File: src/rtl/hazard_fwd_unit_pkg.sv
// hazard_pkg: shared forwarding-select codes, register-zero index and multi-cycle FSM states.
package hazard_pkg;
  localparam logic [1:0] FWD_RF = 2'b00;
  localparam logic [1:0] FWD_MEM = 2'b01;
  localparam logic [1:0] FWD_WB = 2'b10;
  localparam int REG_ZERO = 0;
  typedef enum logic {IDLE, BUSY} mc_state_e;
endpackage

File: src/rtl/hazard_fwd_unit_lane.sv
// fwd_sel_lane: forwarding select for one EX operand, MEM over WB, x0 never forwarded.
module fwd_sel_lane
  import hazard_pkg::*;
#(
  parameter int RBITS = 5
) (
  input  logic [RBITS-1:0] rs,
  input  logic [RBITS-1:0] mem_rd,
  input  logic             mem_reg_write,
  input  logic [RBITS-1:0] wb_rd,
  input  logic             wb_reg_write,
  output logic [1:0]       sel
);
  always_comb
    sel = (rs == RBITS'(REG_ZERO)) ? FWD_RF :
          (mem_reg_write & (rs == mem_rd)) ? FWD_MEM :
          (wb_reg_write & (rs == wb_rd)) ? FWD_WB : FWD_RF;
endmodule

File: src/rtl/hazard_fwd_unit.sv
// hazard_fwd_unit: forwarding selects, load-use / multi-cycle stalls, branch flush and a stall counter.
module hazard_fwd_unit
  import hazard_pkg::*;
#(
  parameter int RBITS = 5,
  parameter int NUM_SRC = 2,
  parameter int MC_LATENCY = 4,
  parameter int CNT_W = 16
) (
  input  logic                     clk,
  input  logic                     rst,
  input  logic [NUM_SRC*RBITS-1:0] id_rs,
  input  logic [NUM_SRC-1:0]       id_rs_used,
  input  logic [RBITS-1:0]         id_rd,
  input  logic                     id_reg_write,
  input  logic                     id_is_mc,
  input  logic                     ex_valid,
  input  logic [NUM_SRC*RBITS-1:0] ex_rs,
  input  logic [RBITS-1:0]         ex_rd,
  input  logic                     ex_mem_read,
  input  logic                     ex_is_mc,
  input  logic                     branch_taken_ex,
  input  logic [RBITS-1:0]         mem_rd,
  input  logic                     mem_reg_write,
  input  logic [RBITS-1:0]         wb_rd,
  input  logic                     wb_reg_write,
  input  logic                     stat_clr,
  output logic [2*NUM_SRC-1:0]     fwd_sel,
  output logic                     stall_if,
  output logic                     stall_id,
  output logic                     bubble_ex,
  output logic                     flush_if,
  output logic                     flush_id,
  output logic                     mc_busy,
  output logic [RBITS-1:0]         mc_rd,
  output logic                     mc_done,
  output logic [CNT_W-1:0]         stall_count
);
  localparam int LW = 4;
  localparam logic [RBITS-1:0] RZ = RBITS'(REG_ZERO);
  mc_state_e state, state_nx;
  logic [LW-1:0] cnt;
  logic lu, mh, hz, cap;
  genvar g;
  generate
    for (g = 0; g < NUM_SRC; g++) begin : g_lane
      fwd_sel_lane #(.RBITS(RBITS)) u_lane (
        .rs(ex_rs[g*RBITS +: RBITS]),
        .mem_rd(mem_rd),
        .mem_reg_write(mem_reg_write),
        .wb_rd(wb_rd),
        .wb_reg_write(wb_reg_write),
        .sel(fwd_sel[2*g +: 2])
      );
    end
  endgenerate
  always_comb begin
    lu = 1'b0;
    mh = 1'b0;
    for (int k = 0; k < NUM_SRC; k++) begin
      lu = lu | (id_rs_used[k] & (id_rs[k*RBITS +: RBITS] == ex_rd));
      mh = mh | (id_rs_used[k] & (id_rs[k*RBITS +: RBITS] == mc_rd));
    end
    lu = lu & ex_valid & ex_mem_read & (ex_rd != RZ);
    mh = mc_busy & (((mh | (id_reg_write & (id_rd == mc_rd))) & (mc_rd != RZ)) | id_is_mc);
    hz = (lu | mh) & ~branch_taken_ex;
  end
  assign stall_if = hz;
  assign stall_id = hz;
  assign bubble_ex = hz;
  assign flush_if = branch_taken_ex;
  assign flush_id = branch_taken_ex;
  always_ff @(posedge clk)
    state <= rst ? IDLE : state_nx;
  // a new op may enter on the final busy cycle so back-to-back ops keep mc_busy high
  always_comb begin
    cap = ex_valid & ex_is_mc & ((state == IDLE) | mc_done);
    state_nx = cap ? BUSY : mc_done ? IDLE : state;
  end
  always_comb begin
    mc_busy = (state == BUSY);
    mc_done = mc_busy & (cnt == '0);
  end
  always_ff @(posedge clk) begin
    if (rst) begin
      cnt <= '0;
      mc_rd <= '0;
      stall_count <= '0;
    end else begin
      cnt <= cap ? LW'(MC_LATENCY - 1) : (mc_busy & (cnt != '0)) ? cnt - 1'b1 : cnt;
      mc_rd <= cap ? ex_rd : mc_rd;
      stall_count <= stat_clr ? '0 : (hz & ~&stall_count) ? stall_count + 1'b1 : stall_count;
    end
  end
endmodule

File: config.mk
export PLATFORM = sky130hd
export DESIGN_NAME = hazard_fwd_unit
export DESIGN_NICKNAME = d
export VERILOG_FILES = /design/src/rtl/hazard_fwd_unit_pkg.sv /design/src/rtl/hazard_fwd_unit_lane.sv /design/src/rtl/hazard_fwd_unit.sv
export SDC_FILE = /design/constraint.sdc
export NUM_CORES = 1
export LEC_CHECK = 0
export BUFFER_PORTS_ARGS = -buffer_cell sky130_fd_sc_hd__buf_4
export CORE_MARGIN = 5
export CORE_UTILIZATION = 47
export CTS_CLUSTER_DIAMETER = 50
export DETAILED_ROUTE_END_ITERATION = 10
export PLACE_DENSITY = 0.8
export SETUP_SLACK_MARGIN = 0.5
export SYNTH_ARGS = -nofsm -noshare
export SYNTH_HDL_FRONTEND = slang
export SYNTH_SLANG_ARGS = --single-unit
File: constraint.sdc
create_clock -name clk -period 3.05 [get_ports clk]
set_clock_uncertainty 0.05 [all_clocks]
set_input_delay 0.4575 -clock clk [delete_from_list [all_inputs] [get_ports clk]]
set_output_delay 0.4575 -clock clk [all_outputs]
set_load 0.02 [all_outputs]
==> results.ini <==
[setup_path]
path_max_fanout=4
regToRegStartpoint=mc_rd[0]$_SDFFE_PP0P_
rr_worst_depth=9
cp.arrival_ps=2090
cp-start-kind=register
critPathLaunch=mc_rd[1]$_SDFFE_PP0P_
end_kind=primary output
crit_required_ps=2540
worstReg2RegEnd=stall_count[14]$_SDFFE_PP0P_
crit_type=register to primary output
regToRegSetupSlack_ps=640

[routing]
drt_pre_antenna_iters=4
drt_iter0_markers=74
drt-wirelength-per-cell_um=15.20
drc=0
viasPerCell=5.543
vias=2051
drtAntennaViolNets=0
wl_um=5624

[timing]
rsz0062_at_grt=true
max_slew_margin_pct=62.80
setup-tns-final_ps=0
setup_ws_ps=451.4
finalCriticalPeriod_ps=2599
max_freq_ghz=0.3848
slew_viol_final=0
period_share_pct=85.20
setup_viol=0
worstMarginPinSlew_ps=556.0
hold_viol=0

[power]
power.total_mw=0.8575
powerDensity_nw_per_um2=319.5
vdd_drop_max_mv=0.4690
leakagePower_nw=1.161

[status]
status=complete, no violations

[clocking]
htree_levels=1
cts_buffer_depth=2
cts_sinks=26
cts_tree=yes
cts_buffers=3
cts_hold_buf=0
clkSlewWorstSetupHoldPaths_ps=90
ctsRootBufferMaster=clkbuf_8
clk_latency_ps=270

[yosys]
synthCells=236
ys_top_cells_by_count=nor2_1, xnor2_1, dfxtp_1
seq_area_frac_synth_pct=27.30
yosysWarnings=0
ys_ff_latch=26
yosysTopAreaCellShare_pct=27.30
synth_cell_type_count=40
synthTopCellsByArea=dfxtp_1, xnor2_1, xor2_1, nor2_1, nand2_1
avgSynthCellArea_um2=8.080
synth_most_common_cell=nor2_1
synthesis.nets=291
netlist_area_um2=1907
synth_top_cell_by_area=dfxtp_1
async_flop_share_pct=0
synthFlopType=dfxtp_1
synth_edf_count=0

[placement]
finalWeightedCongestion=0.9124
pre_cts_slack_ps=514.1
io_buffers=84
placed_area_um2=2560
dp_hpwl_um=4496

[global_routing]
grt_use_total_pct=20.83
grt_overflow_total=0
grt_max_degree=19
grt_pass1_wl_um=8997
grt_pass1_vias=1957
antenna_found_initial=0

[layout]
syn_to_final_growth_pct=40.75
layout-drive-gt1-share_pct=34.06
num_antenna_cells=0
fin_area_um2=2684
final_util_pct=67.58
final_nets=376

[floorplanning]
boundaryPins=85
core.rowCount=23
die_x_um=73.70
initial_core_util_pct=48.02
coreArea_um2=3971
die_h_um=73.70
dieArea_um2=5431

[run]
max_cap_viol_count=0

[hold_path]
min_from=rst
holdPathStages=2
hp-class=input port to register
min_to=mc_rd[1]$_SDFFE_PP0P_

-- per-stage QoR --
step | hold slack (ps) | cells
3_3_place_gp | 445.5 | 362
3_5_place_dp | 454.3 | 362
4_1_cts | 394.8 | 370
2_1_floorplan | 422.2 | 236
5_1_grt | 400.1 | 370
6_report | 397.9 | 370
-- registers in the layout, indices dropped and copies added, names as in the netlist --
name and cells:
stall_count 16, cnt 4, mc_rd 5, mc_busy 1
-- final cells by class --
type | count | area, um2
fillers | 331 | 1287
flip-flops and latches | 26 | 529.3
repair buffers | 90 | 686.9
inverters | 5 | 18.77
clock buffers | 3 | 41.29
clock inverters | 1 | 30.03
multi-input cells | 195 | 1315
well taps | 50 | 62.56
-- how the worst max path moves through the flow --
stage | endpoint | cells past startpoint
final | stall_id | 6
after global routing | bubble_ex | 6
after CTS | bubble_ex | 6
after detailed placement | bubble_ex | 6
after global placement | bubble_ex | 6
after floorplan | stall_id | 6
-- cell usage in the layout, fill, tap and decap left out, types with 5 or more instances in the layout --
master    instances
buf_4            87
nor2_1           30
xnor2_1          28
dfxtp_1          23
xor2_1           21
nand2_1          18
a21oi_1          11
a211oi_1          9
nand3_1           8
nor3_1            8
nand4_1           8
and3_1            6
mux2i_1           6
inv_1             5
nor4_1            5
a31o_2            5
-- where the power goes --
group          internal [mW]  total, mW  switching (mW)
Combinational          0.114      0.218           0.104
Sequential             0.346      0.357          0.0108
Clock                  0.175      0.282           0.107
Total                  0.636      0.857           0.222
-- logic make-up after synthesis --
logic type	synth area share (%)
adder cells (fa/ha/maj)	1.312
AND/OR/NAND/NOR	26.05
buffers and inverters	4.134
flip-flops	27.30
multiplexers	3.150
XOR/XNOR	22.51
AO/OA/AOI/OAI	15.55
-- layer usage --
layer	vias up	share of wire, %	global-route usage (%)
met5	-	0	0
met4	0	2.2	7.042
met3	11	6.6	3.694
met2	70	50	35.63
met1	965	41	26.14
li1	1005	-	-
-- repair_timing --
item,4_1_cts,5_1_grt
setup endpoints to repair,3,6
endpoints found under the hold margin,0,0
resized for setup,7,0
setup buffers,4,0
pin swaps,2,2
-- worst max-delay path, cell delays in order, from the launching register on --
cell and delay, ps:
dfxtp_4 350, or4_4 550, nor2_4 130, nor3_2 70
o41ai_4 390, nand2_2 170, buf_6 180
No activity file was read; power rests on OpenSTA's default activity.
